`src/rtl/div_ratio_detector.sv`:
```
// ---------------------------------------------------------------------------
// div_ratio_detector
//
// Measures a divided-clock waveform that is already synchronous to clk.
// Reports the rise-to-rise period and the high time within that period,
// asserts locked once LOCK_CNT consecutive identical measurements have been
// seen, and flags even_50 for a locked, even-ratio, 50%-duty waveform.
//
// Ports
//   clk        : clock
//   resetn     : synchronous active-low reset
//   sig_in     : divided waveform, sampled every clk cycle
//   period     : last measured period in clk cycles (rise to rise)
//   high_time  : cycles sig_in was 1 within that period
//   meas_valid : one-cycle pulse, period/high_time updated this cycle
//   locked     : LOCK_CNT consecutive identical measurements seen
//   even_50    : locked, even period, high_time == period/2
//   overflow   : no rise within 2^CNT_W-1 cycles; held until next meas_valid
// ---------------------------------------------------------------------------
module div_ratio_detector #(
    parameter int CNT_W    = 8,
    parameter int LOCK_CNT = 2
) (
    input  logic             clk,
    input  logic             resetn,
    input  logic             sig_in,
    output logic [CNT_W-1:0] period,
    output logic [CNT_W-1:0] high_time,
    output logic             meas_valid,
    output logic             locked,
    output logic             even_50,
    output logic             overflow
);

    typedef enum logic [1:0] {
        WAIT_LOW  = 2'd0,
        WAIT_RISE = 2'd1,
        MEASURE   = 2'd2
    } state_t;

    localparam logic [CNT_W-1:0] CNT_MAX  = '1;
    localparam logic [CNT_W-1:0] CNT_ONE  = CNT_W'(1);
    localparam logic [3:0]       LOCK_TGT = 4'(LOCK_CNT);

    state_t           state_q;
    logic             sig_q;
    logic [CNT_W-1:0] cnt_q;
    logic [CNT_W-1:0] hi_cnt_q;
    // Captured measurement waiting one cycle before it is published.
    logic             pend_q;
    logic [CNT_W-1:0] cap_per_q;
    logic [CNT_W-1:0] cap_hi_q;
    logic [3:0]       match_q;
    logic [CNT_W-1:0] period_q;
    logic [CNT_W-1:0] high_q;
    logic             meas_valid_q;
    logic             locked_q;
    logic             even_q;
    logic             overflow_q;

    logic             rise;
    logic             same;
    logic [3:0]       match_d;
    logic             locked_d;
    logic             even_d;

    // Lock bookkeeping for the pending measurement, compared against the
    // currently published one. match_q==0 marks "no previous measurement".
    always_comb begin
        rise     = sig_in & ~sig_q;
        same     = (cap_per_q == period_q) && (cap_hi_q == high_q);
        match_d  = 4'd1;
        if (match_q != 4'd0 && same) begin
            if (match_q < LOCK_TGT) match_d = match_q + 4'd1;
            else                    match_d = match_q;
        end
        locked_d = (match_d >= LOCK_TGT);
        even_d   = locked_d & ~cap_per_q[0] & (cap_hi_q == (cap_per_q >> 1));
    end

    always_ff @(posedge clk) begin
        if (!resetn) begin
            state_q      <= WAIT_LOW;
            sig_q        <= 1'b0;
            cnt_q        <= '0;
            hi_cnt_q     <= '0;
            pend_q       <= 1'b0;
            cap_per_q    <= '0;
            cap_hi_q     <= '0;
            match_q      <= 4'd0;
            period_q     <= '0;
            high_q       <= '0;
            meas_valid_q <= 1'b0;
            locked_q     <= 1'b0;
            even_q       <= 1'b0;
            overflow_q   <= 1'b0;
        end else begin
            sig_q        <= sig_in;
            meas_valid_q <= pend_q;
            pend_q       <= 1'b0;

            if (pend_q) begin
                period_q   <= cap_per_q;
                high_q     <= cap_hi_q;
                match_q    <= match_d;
                locked_q   <= locked_d;
                even_q     <= even_d;
                overflow_q <= 1'b0;
            end

            case (state_q)
                // Wait for a low sample so a high level at reset release
                // is not mistaken for a rising edge.
                WAIT_LOW: begin
                    if (!sig_in) state_q <= WAIT_RISE;
                end
                WAIT_RISE: begin
                    if (rise) begin
                        cnt_q    <= CNT_ONE;
                        hi_cnt_q <= CNT_ONE;
                        state_q  <= MEASURE;
                    end
                end
                MEASURE: begin
                    if (rise) begin
                        // A rise at cnt==max still counts as a measurement.
                        cap_per_q <= cnt_q;
                        cap_hi_q  <= hi_cnt_q;
                        pend_q    <= 1'b1;
                        cnt_q     <= CNT_ONE;
                        hi_cnt_q  <= CNT_ONE;
                    end else if (cnt_q == CNT_MAX) begin
                        overflow_q <= 1'b1;
                        locked_q   <= 1'b0;
                        even_q     <= 1'b0;
                        match_q    <= 4'd0;
                        cnt_q      <= '0;
                        hi_cnt_q   <= '0;
                        state_q    <= WAIT_LOW;
                    end else begin
                        cnt_q <= cnt_q + CNT_ONE;
                        if (sig_in) hi_cnt_q <= hi_cnt_q + CNT_ONE;
                    end
                end
                default: state_q <= WAIT_LOW;
            endcase
        end
    end

    assign period     = period_q;
    assign high_time  = high_q;
    assign meas_valid = meas_valid_q;
    assign locked     = locked_q;
    assign even_50    = even_q;
    assign overflow   = overflow_q;

endmodule

```
`config.mk`:
```
export PLATFORM = sky130hd
export DESIGN_NAME = div_ratio_detector
export DESIGN_NICKNAME = d
export VERILOG_FILES = /design/src/rtl/div_ratio_detector.sv
export SDC_FILE = /design/constraint.sdc
export NUM_CORES = 1
export LEC_CHECK = 0
export BUFFER_PORTS_ARGS = -buffer_cell sky130_fd_sc_hd__buf_2
export CORE_MARGIN = 5
export CORE_UTILIZATION = 59
export CTS_CLUSTER_DIAMETER = 200
export DETAILED_ROUTE_END_ITERATION = 8
export GPL_TIMING_DRIVEN = 0
export PLACE_DENSITY_LB_ADDON = 0.15
export SYNTH_ARGS = -nofsm -noshare
export SYNTH_HDL_FRONTEND = slang
export SYNTH_SLANG_ARGS = --single-unit
```
`constraint.sdc`:
```
create_clock -name clk -period 2.2 [get_ports clk]
set_input_delay 0 -clock clk [delete_from_list [all_inputs] [get_ports clk]]
set_output_delay 0 -clock clk [all_outputs]
set_load 0.01 [all_outputs]
```
Yosys cells after proc, flatten, opt, wreduce, memory -nomap -nowiden --
Index checks and enable logic that the tools add are counted.
Storage, ports and cells: bits in registers 60, output and inout port bits 20, word-level logic and storage cells 77
Cells by class: $add $sub $neg 3, $lt $le $gt $ge 2, equality and inequality tests 11, muxes and demuxes 32, bitwise gates (word level) 5, reductions and logical operators 10
Operators by type and width (count):
- 2-to-1 mux 8 bit | 6
- one-hot mux 8 bit (2 select lines) | 2
- 2-to-1 mux 4 bit | 6
- adder 8 x 1 -> 8 bit (second input constant) | 2
- == test 8 bit | 2
- 2-to-1 mux 1 bit | 13
- == test 8 x 7 -> 1 bit | 1
- == test 8 bit (second input constant) | 1
- 2-to-1 mux 2 bit | 4
- inequality test 2 bit (second input constant) | 4
- one-hot mux 2 bit (3 select lines) | 1
- AND reduction 2 bit | 3
- adder 4 x 1 -> 4 bit (second input constant) | 1
- greater-or-equal comparator 4 x 2 -> 1 bit (second input constant) | 1
- less-than comparator 4 x 2 -> 1 bit (second input constant) | 1
- inequality test 4 bit (second input constant) | 1
- AND reduction 4 bit | 1
- nonzero test 4 bit | 1
- AND 1 bit | 3
- AND reduction 3 bit | 1
- == test 2 x 1 -> 1 bit (second input constant) | 1
- == test 2 bit (second input constant) | 1
- logical AND 1 bit | 2
- zero test 2 bit | 1
- other kinds (2) | 3

Longest topological paths before layout --
depth after elaboration 11, gate-level depth with buffers 8

Worst setup path before layout --
Ideal clock, no wire load.
path type register to register, from reg state_q[0], to reg hi_cnt_q[4], library setup time 71 ps, arrival time 1592 ps, slack 538 ps, cell stages (with the launch flop) 9, period minus slack after synthesis 1662 ps, cells stage by stage dfxtp_1 > inv_1 > ha_1 > clkbuf_1 > nor2b_1 > o21ai_4 > nand2_1 > or3_1 > a21oi_1
Between the ends: word-level cells in the longest chain between the ends 3, elaborated cells between the ends (all ways) 7
RTL lines:
- start, declared | line 45 | state_t state_q;
- start signal, assigned | line 83 | state_q <= WAIT_LOW;
- start signal, assigned | line 115 | if (!sig_in) state_q <= WAIT_RISE;
- start signal, assigned | line 121 | state_q <= MEASURE;
- == test 2 bit or == test 2 x 1 -> 1 bit (tied branches) | line 111 | case (state_q)
- inequality test 4 bit (no source line) (tied with other cells)
- AND reduction 3 bit (no source line)
- end signal, assigned | line 142 | if (sig_in) hi_cnt_q <= hi_cnt_q + CNT_ONE;
- end, declared | line 48 | logic [CNT_W-1:0] hi_cnt_q;
Parallel ways exist; a longest one is shown, timed or not. A chain may end at the register's enable or synchronous reset.

Worst setup path in the final report --
from reg state_q[0], to reg cnt_q[6]
Between the ends: word-level cells in the longest chain between the ends 3, elaborated cells between the ends (all ways) 6
RTL lines:
- == test 2 x 1 -> 1 bit or == test 2 bit (tied branches) | line 111
- inequality test 2 bit (no source line) or nonzero test 2 bit (tied branches)
- AND reduction 2 bit (no source line)
- end signal, assigned | line 141 | cnt_q <= cnt_q + CNT_ONE;
- end, declared | line 47 | logic [CNT_W-1:0] cnt_q;
Parallel ways exist; a longest one is shown, timed or not.

==> impl_results.rst <==
.. list-table::
   :header-rows: 1

   * - Metric
     - Value
   * - Ys async rst share
     - 0%
   * - Worst min-delay path class
     - input pin to register
   * - Data required time at the worst endpoint
     - 2470 ps
   * - Yosys warning total
     - 0
   * - Mean instance size in the synthesized netlist
     - about 9 sq um
   * - Clock network latency to the later pin of the worst-skew pair
     - 330 ps
   * - Final hold slack
     - 86.3 ps
   * - Shortest clock period the worst path allows after layout
     - 1980 ps
   * - Cell depth of the worst flop-to-flop path
     - 8
   * - Worst Hold Endpoint
     - cap_hi_q[0]
   * - Wire length of the first global-routing pass
     - 9.87 mm
   * - PortBufs
     - 21
   * - DRC marker count from the first detailed-route iteration
     - a little under 100
   * - Number of clock sinks
     - 60
   * - Leading cell type in the layout, fill and taps excluded
     - dfxtp_1
   * - Final-report hold violation count
     - 0
   * - Post-route fraction of the period consumed by the critical path
     - 89.9%
   * - HP Start
     - resetn
   * - Die height
     - slightly below 80 um
   * - Via count of the first global-routing pass
     - 2158
   * - Worst reg2reg startpoint
     - state_q[0]
   * - Vias after detailed routing
     - 2242
   * - Area of the core
     - between 4000 and 5000 sq um
   * - Met2 capacity usage during global routing
     - 32.3%
   * - CTS H-tree lvls
     - 3
   * - Detailed-placement wirelength estimate
     - approximately 4.2 mm
   * - CTS Root Cell
     - clkbuf_8
   * - Net count of the finished layout
     - 360
   * - Antenna violations before repair
     - 0
   * - Number of vias per cell after detailed routing
     - 5.50
   * - Aggregate global-route resource usage
     - 19.9%
   * - Horiz. Die Dim
     - 79.5 um
   * - Final setup violation count
     - 0
   * - Critical path arrival
     - between 2000 and 2500 ps
   * - Met1 Track Usage GR
     - around 25%
   * - Most frequently used flop master after synthesis
     - dfxtp_1
   * - Cells on Worst Hold Path
     - 2
   * - CTS max path bufs
     - 2
   * - Worst slew margin relative to its limit
     - 43.8%
   * - Mapped Area
     - 2850 sq um
   * - I/O pins
     - 23
   * - Worst flop-to-flop path endpoint
     - cnt_q[6]
   * - Full die area
     - about 6300 sq um
   * - Worst clock skew on the final layout
     - 6.88 ps
   * - Total power per unit cell area
     - 828 nW/um^2
   * - Clock-pin slew reported for the worst setup and hold paths after clock tree synthesis
     - 70 ps
   * - Number of instances resized during post-cts repair
     - 0
   * - Grt peak-use layer
     - met2
   * - Post-placement cell area
     - a little over 3000 sq um
   * - Overall routed net length
     - 5.83 mm
   * - Leakage power
     - 1.24 nW
   * - Setup repair after global routing missed its margin
     - false
   * - Worst Max-Slew Pin Slew
     - 835 ps
   * - Commonest cells after routing, fill and taps aside
     - dfxtp_1, nand2_1, buf_2
   * - Number of synthesized register bits
     - 60
   * - Setup fix buffers added after clock tree synthesis
     - 0
   * - CTS tree
     - done
   * - Crit Path Class
     - register to register
   * - Pre-antenna DRT Iters
     - 7
   * - Quantity of hold-fixing buffers added after cts
     - 1
   * - Final setup TNS
     - 0 ps
   * - Worst VDD drop
     - 0.000633 V
   * - Largest stage delay on the critical path
     - 380 ps
   * - Number of distinct library cells after synthesis
     - 41
   * - Result of the run
     - finished clean
   * - Weighted congestion at the end of routability-driven global placement
     - between 0.8 and 0.9
   * - Antenna Diode Count
     - 0
   * - Cell with the largest stage delay on the worst path
     - a21oi_1
   * - Crit Path Max Fanout
     - 10
   * - Global routing met3 resource utilization
     - under 10%
   * - Fraction of final layout cells sized beyond drive strength 1
     - 11.9%
   * - Final non-filler cell area
     - roughly 3200 sq um
   * - Initial Util
     - 60.7%
   * - Post-synthesis sequential area ratio
     - between 40 and 50%
   * - Number of flops mapped to enable cells by yosys
     - 0
   * - Internal reg-to-reg setup slack
     - roughly 220 ps
   * - Signed area change from the synthesized netlist to the final layout
     - 13.5%
   * - Pin count of the biggest net entering global routing
     - 11
   * - Critical path cell sequence
     - inv_1 -> ha_1 -> clkbuf_1 -> nor2_1 -> a21oi_1 -> nand2_1 -> o41ai_1 -> and2_1
   * - Count of nets left with antenna violations after detail routing
     - 0
   * - Endpoint type of the worst setup path
     - register
   * - Gr ovfl total
     - 0
   * - Nets in the synthesized netlist
     - 327
   * - Average wire per cell in the routed design
     - 14.3 um
   * - Num CTS Buffers
     - 9
   * - Residual DRC count
     - 0
   * - Fmax
     - just over 0.5 GHz
   * - Max capacitance violation total
     - 0
   * - Rows
     - 25
   * - Startpoint kind of the worst setup timing path
     - register
   * - Number of cells produced by synthesis
     - 316
   * - Max-slew violation total from the final report
     - 0
[flip-flops by register name, indices dropped and copies added (netlist names)]
name,count
state_q,2
hi_cnt_q,8
even_50,1
cap_per_q,8
sig_q,1
overflow,1
match_q,4
pend_q,1
meas_valid,1
cap_hi_q,8
cnt_q,8
period,8
locked,1
high_time,8
[cell usage after synthesis (3+ instances only)]
master	count	area [sq um]
mux2i_1	18	180
nor4_1	3	18.8
nor2_1	17	63.8
xor2_1	13	114
a21boi_0	16	120
ha_1	8	100
nand2_1	43	161
dfxtp_1	60	1200
inv_1	7	26.3
and2_1	6	37.5
a21oi_1	8	40.0
nor3_1	4	20.0
nand4_1	9	56.3
and3_1	6	37.5
nor2b_1	21	131
o21ai_0	11	55.1
clkbuf_1	8	30.0
xnor2_1	19	166
nand2b_1	3	18.8
nand3_1	10	50.1
[stage by stage]
step | worst slack, ps | utilization, % | std cells | power [W]
after floorplan | 538 | - | 316 | 0.00159
after global placement | 271 | 64.4 | 391 | 0.00168
after detailed placement | 276 | 64.4 | 391 | 0.00169
after CTS | 249 | 68.9 | 408 | 0.00270
after global routing | 47.1 | 68.9 | 408 | 0.00282
final | 223 | 68.9 | 408 | 0.00268
[area by class of cell]
cell class,instances,area (sq um)
multi-input combinational,237,1570
fill,406,1460
sequential,60,1200
clock buffer,12,155
timing repair buffer,22,115
tap,54,67.6
clock inverter,4,47.5
buffer,12,47.5
inverter,7,26.3
[report_power, final]
part | switching [W] | internal [W] | leakage, nW
Sequential | 0.0000562 | 0.00113 | 0.484
Combinational | 0.000300 | 0.000190 | 0.652
Clock | 0.000421 | 0.000581 | 0.102
[worst max-delay path: cells and delay by family, from the launching register on]
family / cells / cell delay [ps]
flops: 1 / 320
compound gates: 2 / 610
buf+inv: 2 / 420
fa+ha+maj: 1 / 150
simple gates: 3 / 430
[how the worst max path moves through the flow]
stage                     slack (ps)            to        from
after floorplan                  540   hi_cnt_q[4]  state_q[0]
after global placement           270       even_50    cnt_q[0]
after detailed placement         280       even_50    cnt_q[0]
after CTS                        250       even_50    cnt_q[0]
after global routing              50  cap_per_q[2]  state_q[0]
final                            220      cnt_q[6]  state_q[0]
[cells by family (layout without fill, tap and decap cells)]
kind of cell,count (synthesis),in the layout,share of synthesized area [%]
compound gates,49,49,12.3
xor+xnor,32,32,9.84
fa+ha+maj,8,8,3.52
buf+inv,19,57,2.59
flops,60,60,42.2
mux,18,18,6.33
simple gates,130,130,23.2
[layer usage]
metal  up-vias  share of wire (%)
met2        33                 46
met4         0                2.0
met5         -                  0
li1       1149                  -
met1      1048                 48
met3        12                3.2
Note: power is estimated with default switching activity, not from simulation.
